==> config.mk <==
export PLATFORM = sky130hd
export DESIGN_NAME = bj_phase_sequencer
export DESIGN_NICKNAME = d
export VERILOG_FILES = /design/src/rtl/bj_phase_sequencer.sv
export SDC_FILE = /design/constraint.sdc
export NUM_CORES = 1
export LEC_CHECK = 0
export ABC_AREA = 1
export BUFFER_PORTS_ARGS = -buffer_cell sky130_fd_sc_hd__buf_2
export CAP_MARGIN = 20
export CORE_UTILIZATION = 49
export CTS_CLUSTER_DIAMETER = 150
export CTS_CLUSTER_SIZE = 24
export DETAILED_ROUTE_END_ITERATION = 10
export HOLD_SLACK_MARGIN = 0.03
export PLACE_DENSITY_LB_ADDON = 0.3
export SLEW_MARGIN = 20
export SYNTH_ARGS = -nofsm -noshare
export SYNTH_HDL_FRONTEND = slang
export SYNTH_SLANG_ARGS = --single-unit
==> constraint.sdc <==
create_clock -name clk -period 2.3 [get_ports clk]
set_clock_uncertainty 0.15 [all_clocks]
set_input_delay 0 -clock clk [delete_from_list [all_inputs] [get_ports clk]]
set_output_delay 0 -clock clk [all_outputs]
set_load 0.02 [all_outputs]
==> src/rtl/bj_phase_sequencer.sv <==
// rtl/bj_phase_sequencer.sv - blackjack game-phase sequencer with button conditioning and digit select
module bj_phase_sequencer (
  input  logic       clk,
  input  logic       reset,
  input  logic       next,
  input  logic       hit,
  input  logic       stand,
  input  logic       double,
  input  logic [3:0] bet_sw,
  input  logic [5:0] player_current_score,
  input  logic [5:0] player_new_card,
  input  logic [5:0] dealer_current_score,
  input  logic [4:0] current_coin,
  input  logic       win,
  input  logic       lose,
  input  logic       draw,
  output logic [3:0] digit3,
  output logic [3:0] digit2,
  output logic [3:0] digit1,
  output logic [3:0] digit0,
  output logic [2:0] phase,
  output logic       doubled,
  output logic       led_win,
  output logic       led_lose,
  output logic       led_draw
);

  typedef enum logic [2:0] {
    S_BET    = 3'd0,
    S_DEAL   = 3'd1,
    S_PLAYER = 3'd2,
    S_DEALER = 3'd3,
    S_RESULT = 3'd4,
    S_OVER   = 3'd5
  } state_t;

  localparam logic [3:0] D_B     = 4'hA;
  localparam logic [3:0] D_D     = 4'hB;
  localparam logic [3:0] D_BLANK = 4'hD;

  // Tens/ones split of a 0..63 value; tens shows 0 rather than blank below 10.
  function automatic logic [7:0] to_bcd(input logic [5:0] v);
    logic [3:0] tens;
    logic [3:0] ones;
    tens = 4'(v / 6'd10);
    ones = 4'(v % 6'd10);
    return {tens, ones};
  endfunction

  // Button lanes: bit 0 next, bit 1 hit, bit 2 stand, bit 3 double.
  logic [3:0] btn_raw;
  logic [3:0] sync1_q, sync1_d;
  logic [3:0] sync2_q, sync2_d;
  logic [3:0] prev_q,  prev_d;
  logic [3:0] pulse_q, pulse_d;
  // A lane only arms after its synchronized level has been seen low, so a
  // button held through reset stays silent until released and pressed again.
  logic [3:0] armed_q, armed_d;
  logic [1:0] settle_q, settle_d;

  state_t     state_q, state_d;
  logic [2:0] hit_cnt_q, hit_cnt_d;
  logic       doubled_q, doubled_d;
  logic [2:0] led_q, led_d;        // {win, lose, draw}
  logic       res_seen_q, res_seen_d;
  logic [15:0] digit_q, digit_d;

  logic       p_next, p_hit, p_stand, p_dbl;
  logic [5:0] coin6;
  logic [5:0] bet6;
  logic [5:0] dbl_bet6;
  logic       settled;

  assign btn_raw  = {double, stand, hit, next};
  assign p_next   = pulse_q[0];
  assign p_hit    = pulse_q[1];
  assign p_stand  = pulse_q[2];
  assign p_dbl    = pulse_q[3];
  assign coin6    = {1'b0, current_coin};
  assign bet6     = {2'b00, bet_sw};
  assign dbl_bet6 = {1'b0, bet_sw, 1'b0};
  assign settled  = (settle_q == 2'd2);

  // Synchronizer chain, edge detect and post-reset arming for all four buttons.
  always_comb begin
    sync1_d  = btn_raw;
    sync2_d  = sync1_q;
    prev_d   = sync2_q;
    pulse_d  = sync2_q & ~prev_q & armed_q;
    settle_d = settled ? settle_q : settle_q + 2'd1;
    armed_d  = armed_q | (settled ? ~sync2_q : 4'b0000);
  end

  // Game-phase next-state, hit counter, double flag and result LED latch.
  always_comb begin
    state_d    = state_q;
    hit_cnt_d  = hit_cnt_q;
    doubled_d  = doubled_q;
    led_d      = led_q;
    res_seen_d = (state_q == S_RESULT);
    case (state_q)
      S_BET: begin
        if (p_next && (bet_sw != 4'd0) && (bet6 <= coin6)) begin
          state_d = S_DEAL;
        end
      end
      S_DEAL: begin
        if (p_next) begin
          state_d = (win | lose | draw) ? S_RESULT : S_PLAYER;
        end
      end
      S_PLAYER: begin
        if (player_current_score > 6'd21) begin
          state_d = S_RESULT;
        end else if (p_stand) begin
          state_d = S_DEALER;
        end else if (p_dbl) begin
          if ((hit_cnt_q == 3'd0) && (dbl_bet6 <= coin6)) begin
            state_d   = S_DEALER;
            doubled_d = 1'b1;
          end
        end else if (p_hit) begin
          if (hit_cnt_q != 3'd7) begin
            hit_cnt_d = hit_cnt_q + 3'd1;
          end
        end
      end
      S_DEALER: begin
        if (p_next) begin
          state_d = S_RESULT;
        end
      end
      S_RESULT: begin
        // Outcome flags are captured on the first cycle spent in this state.
        if (!res_seen_q) begin
          led_d = {win, lose, draw};
        end
        if (p_next) begin
          led_d     = 3'b000;
          doubled_d = 1'b0;
          hit_cnt_d = 3'd0;
          state_d   = (current_coin == 5'd0) ? S_OVER : S_BET;
        end
      end
      S_OVER: begin
        state_d = S_OVER;
      end
      default: begin
        state_d = S_BET;
      end
    endcase
  end

  // Digit selection from the current phase and live game values.
  always_comb begin
    digit_d = {D_B, D_BLANK, 8'h00};
    case (state_q)
      S_BET:    digit_d = {D_B, D_BLANK, to_bcd(bet6)};
      S_DEAL:   digit_d = {D_D, D_BLANK, to_bcd(dealer_current_score)};
      S_PLAYER: digit_d = {to_bcd(player_current_score), to_bcd(player_new_card)};
      S_DEALER: digit_d = {D_D, D_BLANK, to_bcd(dealer_current_score)};
      S_RESULT: digit_d = {D_BLANK, D_BLANK, to_bcd(coin6)};
      S_OVER:   digit_d = {D_BLANK, D_BLANK, 8'h00};
      default:  digit_d = {D_B, D_BLANK, 8'h00};
    endcase
  end

  // All state registers with synchronous active-low reset.
  always_ff @(posedge clk) begin
    if (!reset) begin
      sync1_q    <= 4'b0000;
      sync2_q    <= 4'b0000;
      prev_q     <= 4'b0000;
      pulse_q    <= 4'b0000;
      armed_q    <= 4'b0000;
      settle_q   <= 2'd0;
      state_q    <= S_BET;
      hit_cnt_q  <= 3'd0;
      doubled_q  <= 1'b0;
      led_q      <= 3'b000;
      res_seen_q <= 1'b0;
      digit_q    <= {D_B, D_BLANK, 8'h00};
    end else begin
      sync1_q    <= sync1_d;
      sync2_q    <= sync2_d;
      prev_q     <= prev_d;
      pulse_q    <= pulse_d;
      armed_q    <= armed_d;
      settle_q   <= settle_d;
      state_q    <= state_d;
      hit_cnt_q  <= hit_cnt_d;
      doubled_q  <= doubled_d;
      led_q      <= led_d;
      res_seen_q <= res_seen_d;
      digit_q    <= digit_d;
    end
  end

  assign digit3   = digit_q[15:12];
  assign digit2   = digit_q[11:8];
  assign digit1   = digit_q[7:4];
  assign digit0   = digit_q[3:0];
  assign phase    = state_q;
  assign doubled  = doubled_q;
  assign led_win  = led_q[2];
  assign led_lose = led_q[1];
  assign led_draw = led_q[0];

endmodule
Word-level counts from Yosys, hierarchy flattened
Index checks and enable logic that the tools add are counted.

Flip-flop bits (word level): 49. Input port bits: 36. Output and inout bits: 23. Logic and storage cells: 96.

$add $sub $neg: 2. Div/mod/pow operators: 10. Order comparisons: 3. Equality and inequality tests: 21. Mux-type cells: 28. Bitwise gates (word level): 7. Reduce and logical (&&, ||, !) cells: 13.

Operator list (number): one-hot mux 16 bit (5 select lines) (1); two-way mux 3 bit (18); != test 2 bit (second input constant) (12); divider 6 x 4 -> 6 bit (second input constant) (3); modulo 6 x 4 -> 6 bit (second input constant) (3); one-hot mux 3 bit (6 select lines) (1); AND reduction 6 bit (2); bitwise AND 4 bit (2); != test 4 bit (second input constant) (2); NOT 4 bit (2); AND reduction 7 bit (1); divider 4 x 4 -> 6 bit (second input constant) (1); divider 5 x 4 -> 6 bit (second input constant) (1); equality test 3 x 2 -> 1 bit (second input constant) (2); equality test 3 bit (second input constant) (2); > comparator 6 x 5 -> 1 bit (second input constant) (1); zero test 3 bit (2); modulo 4 x 4 -> 6 bit (second input constant) (1); modulo 5 x 4 -> 6 bit (second input constant) (1); one-hot mux 3 bit (2 select lines) (1); less-or-equal comparator 4 x 5 -> 1 bit (1); less-or-equal comparator 5 bit (1); zero test 5 bit (1); two-way mux 1 bit (5); other kinds (14) (17).

Depth between registers and ports, before layout
Depth after elaboration: 7. Gate-level depth with buffers: 21. Mapped depth without buffers: 21.

Worst setup path before layout
Ideal clock, no wire load.

Kind: reg2reg. From: reg state_q[1], in the netlist phase[1]. To: reg digit_q[2]. Setup time: 115 ps. Data arrival time: 2189 ps. Required time: 2035 ps. Path slack: -154 ps. Stages on the path, launching flop included: 20. Path buffers: 0. Clock period less this slack: 2454 ps. Cells stage by stage: dfxtp_1 -> inv_1 -> nand2_2 -> nand2_2 -> nand2_4 -> nand2_4 -> o21ai_4 -> inv_1 -> ha_1 -> inv_1 -> a21oi_4 -> nand2_2 -> nand2_1 -> nand2_1 -> nand2_2 -> nand2_4 -> nand2_1 -> nand2_1 -> nand2_1 -> nor2_2.

Word-level cells in the longest chain between the ends: 3. Elaborated cells on any way between the ends: 8. Those cells by class: eq/ne (5); mux (1); reduce/logical (2).

RTL lines: from (decl) (line 61) `state_t state_q, state_d;`; from (signal assigned) (line 190) `state_q <= state_d;`; equality test 3 x 2 -> 1 bit / equality test 3 x 1 -> 1 bit (equally long branches) (line 157) `case (state_q)`; OR reduction 2 bit (no line); one-hot mux 16 bit (5 select lines) (*) (line 157); to (signal assigned) (line 182) `digit_q <= {D_B, D_BLANK, 8'h00};`; to (signal assigned) (line 195) `digit_q <= digit_d;`; to (decl) (line 66) `logic [15:0] digit_q, digit_d;`.

Every way passes the cells marked *; elsewhere a longest branch is shown, timed or not. A chain may end at the register's enable or synchronous reset.

Worst setup path in the final report
Same ends and word-level chain as after synthesis.

==> results <==
- Along the worst path, the maximum fanout reaches 6.
- Sequential cells were found to cover 36.4% of the synthesized design area.
- Of the post-synthesis cell area, the dominant cell type holds 36.4%.
- In this run, synthesis produced a sequential element count of 48.
- In this run the deepest clock path goes through 2 buffers.
- Summed over all layers, the global routing overflow is 0.
- The number of DRC markers in iteration 0 is 117.
- The slowest cell on the critical path is sky130_fd_sc_hd__dfxtp_4.
- The tree built by TritonCTS fans out to 48 sinks.
- The filler cell count is 450.
- In the routed design, unresolved DRC markers number 0.
- In this run the vertical extent of the chip is 75.4 um.
- The minimum clock period is 2.23 ns.
- The I/O pin total is 59.
- Setup repair after global routing could not meet its margin everywhere.
- The mean instance size in the synthesized netlist is 7.50 sq um.
- The number of setup violations in the final report is 0.
- After routing the design area is 3510 sq um.
- The total number of placement rows is 26.
- After detailed placement, the total cell area comes to 3060 sq um.
- Entering global routing, the biggest net connects 18 pins.
- The worst path uses 96.8% of the clock period.
- The critical path goes through nor2_4, buf_4, nand3_2, nand2_2, o21ai_4, inv_2, ha_4, inv_2, a21oi_4, nand2_2, nand2_1, nand2_1, nand2_2, nand2_4, nand2_2, nand2_2, nand2_2, nor2_2.
- The final hold violation count is 0.
- The pre-CTS worst setup slack is -0.0133 ns.
- The core outline area is 5140 sq um.
- The clock latency at the later pin of the worst-skew pair is 0.30 ns.
- In this run, synthesis inferred 0 flip-flops with an integrated enable.
- Ranked by total cell area, the synthesized netlist is headed by sky130_fd_sc_hd__dfxtp_1 (36%), sky130_fd_sc_hd__nand2_1 (8.5%), sky130_fd_sc_hd__inv_1 (8.4%).
- The data arrival time of the critical path is 2.28 ns.
- Summing the areas of all compound-gate instances in the mapped netlist gives 16.8% of the synthesized area.
- The length of the first detailed-routing pass in iterations is 4.
- Counting instances in the post-synthesis netlist gives the leading cell types as sky130_fd_sc_hd__nand2_1 (60), sky130_fd_sc_hd__inv_1 (59), sky130_fd_sc_hd__dfxtp_1 (48), sky130_fd_sc_hd__nor2_1 (34), sky130_fd_sc_hd__a21oi_1 (26).
- The yosys synthesis warning count is 0.
- The number of antenna violations at the first check in global routing came to 0.
- Max-cap violations in this run came to 0.
- At the end of routability-driven placement, the weighted congestion stood at 0.845.
- The area overhead of the layout relative to synthesis is 33.1%.
- The worst setup path is launched from a register.
- The met1 global-route usage is 23.9%.
- In the post-route analysis, the smallest setup slack over all paths is 0.0743 ns.
- The min-delay analysis places its worst path in the category primary input to register.
- The max-slew headroom at the worst pin is 65.2%.
- The final design utilization is 68.4%.
- Counting tap cells, the placed design contains a total of 483 instances.
- After synthesis, the share of flip-flops with an asynchronous set or reset is 0%.
- The synthesized net count is 402.
- In this design, the critical path's most frequently occurring cell is sky130_fd_sc_hd__nand2_2.
- Across all layers, the routed design uses 2562 vias.
- The fraction of final layout cells sized beyond drive strength 1 is 33.2%.
- The most used flip-flop cell after synthesis is sky130_fd_sc_hd__dfxtp_1.
- For the worst setup path, the data required time is 2.35 ns.
- Overall power consumption after layout is estimated at 4.13 mW.
- The synthesized netlist devotes 6.64% of its cell area to adder and majority cells.
- The sum of routed wire length over all layers is 6150 um.
- Dividing the detail-routed wire length by the instance count gives 11.8 um.
- The count of buffers added on input and output ports is 57.
- The parity-gate share of the synthesized area counting xor and xnor cells is 0.995%.
- The die covers 5690 sq um.
- The count of final max-slew check failures was 0.
- Global routing used 21.8% of the available tracks across all layers.
- In this run the most used layer during global routing was met2.
- The power density of the placed cells is 1170 nW/um^2.
- The initial core utilization is 51.4%.
- The critical path start-end classification is register to register.
- The die is 75.4 um wide.
- The repair_antennas step left the layout with diodes totalling 0.
- The TritonCTS clock tree is yes.
- After legalization and detailed placement, the total HPWL measured 4270 um.
- For this run, the post-layout net count is 501.
- Synthesis produced a netlist whose cell count is 352.
- The number of library cell types mapped by synthesis is 41.
- In this run the remaining antenna-violating nets after routing total 0.
- The via-per-instance ratio is 4.91.
- The H-tree generated during clock tree synthesis spans 2 levels.
- In this run the cell area of the synthesized design comes to 2640 sq um.
- The finished layout holds 522 standard cells, fillers aside.
- The biggest area consumer among synthesized cells is sky130_fd_sc_hd__dfxtp_1.
- Across the VDD grid, the largest voltage drop is 0.547 mV.
- The combinational family with the most area after synthesis is simple AND/OR/NAND/NOR gates.
- For the pin with the worst max-slew slack, the measured transition is 0.521 ns.
- The final-layout worst hold slack is 0.0484 ns.
- In this run the static leakage power is 1.76 nW.
- The number of global-route vias before repair is 2281.
- The multiplexer share of the synthesized area is 0%.
- The number of buffers added by the clock tree synthesis step is 5.
- The run finished with clean final reports.
- STA classifies the critical path endpoint as a register.
- For this run, global-route usage on met3 was measured as 4.23%.
- The peak per-stage delay on the critical path is 0.42 ns.
- The total negative slack is 0 ns.
- The post-synthesis share of cell area spent on and, or, nand and nor gates is 28.2%.
- The global-route track usage on met2 is 41.1%.
- The clock slew at the register clock pins of the worst setup and hold paths is 0.09 ns.
- The maximum clock frequency is 449 MHz.
- In the post-synthesis netlist, the cell with the most instances is sky130_fd_sc_hd__nand2_1.
- The wire length of the first global-routing pass is 9330 um.
- The reg-to-reg setup timing slack is 0.07 ns.
- The clock tree root buffer cell is sky130_fd_sc_hd__clkbuf_8.
-- cell families after synthesis --
| family | after synthesis |
|---|---|
| xor gates and xnor gates | 3 |
| AOI/OAI and AO/OA | 67 |
| adders and majority gates | 14 |
| other | 1 |
| DFF | 48 |
| buffers and inverters | 70 |
| and+or+nand+nor | 149 |
-- flip-flops by register name (all words and copies together) (netlist names) --
signal,flops
res_seen_q,1
phase,3
settle_q,2
pulse_q,4
digit_q,15
prev_q,4
prev_d,4
doubled,1
led_q,3
hit_cnt_q,3
armed_q,4
sync1_q,4
-- area by class of cell --
class	instances	area [sq um]	share of cell area (%)
repair buffers	98	648	18.4
multi-input cells	234	1460	41.5
clock inverters	2	13.8	0.392
well taps	70	87.6	2.49
clock buffers	6	82.6	2.35
flip-flops and latches	48	972	27.7
inverters	64	250	7.12
-- power breakdown --
group	total (mW)	leakage [nW]	switching, mW	internal (mW)
Clock	0.531	0.0516	0.285	0.246
Combinational	2.51	1.31	1.50	1.02
Sequential	1.08	0.395	0.0922	0.989
-- critical path, delay by kind of cell (launching register included) --
kind                     cells  cell delay (ns)
adder cells (fa/ha/maj)      1             0.26
AND/OR/NAND/NOR             12             0.74
flip-flops                   1             0.42
AO/OA/AOI/OAI                2             0.33
buffers and inverters        3             0.23
-- routing by layer --
metal	part of all wire [%]	routed length (um)
met5	0	0
met4	2.2	136
met3	4.0	244
met2	51	3140
met1	43	2640
-- worst paths after layout --
kind | start | endpoint | cells after the start
setup / recovery | phase[1] | digit_q[2] | 18
hold / removal | dealer_current_score[5] | digit_q[6] | 5
setup reg to reg | phase[1] | digit_q[2] | 18
hold reg to reg | prev_q[0] | pulse_q[0] | 1
-- placed cells by master (no fill, tap or decap), drive strengths merged --
| cell type | Yosys | layout |
|---|---|---|
| clkinv | 1 | 2 |
| nand3 | 18 | 18 |
| o32ai | 1 | 1 |
| conb | 1 | 1 |
| inv | 63 | 64 |
| a221oi | 1 | 1 |
| o21bai | 2 | 2 |
| nand2 | 81 | 81 |
| buf | 3 | 76 |
| xor2 | 3 | 3 |
| dfxtp | 48 | 48 |
| ha | 14 | 14 |
| nor3 | 2 | 2 |
| a311oi | 1 | 1 |
| a31o | 1 | 1 |
| clkbuf | 3 | 6 |
| o21ai | 25 | 25 |
| a22oi | 5 | 5 |
| a21oi | 29 | 29 |
| o22ai | 2 | 2 |
| nor2 | 42 | 42 |
| or2 | 1 | 1 |
| nor4 | 1 | 1 |
| dlygate4sd3 | 0 | 22 |
| nand4 | 4 | 4 |
-- what timing repair did --
item / CTS / global route
buffers inserted: 0 / 9
hold buffers: 22 / 0
endpoints found under the setup margin: 3 / 8
gates resized for setup: 1 / 18
hold endpoints to repair: 31 / 0
pin swaps: 1 / 18
Power figures use the tool's default switching activity.
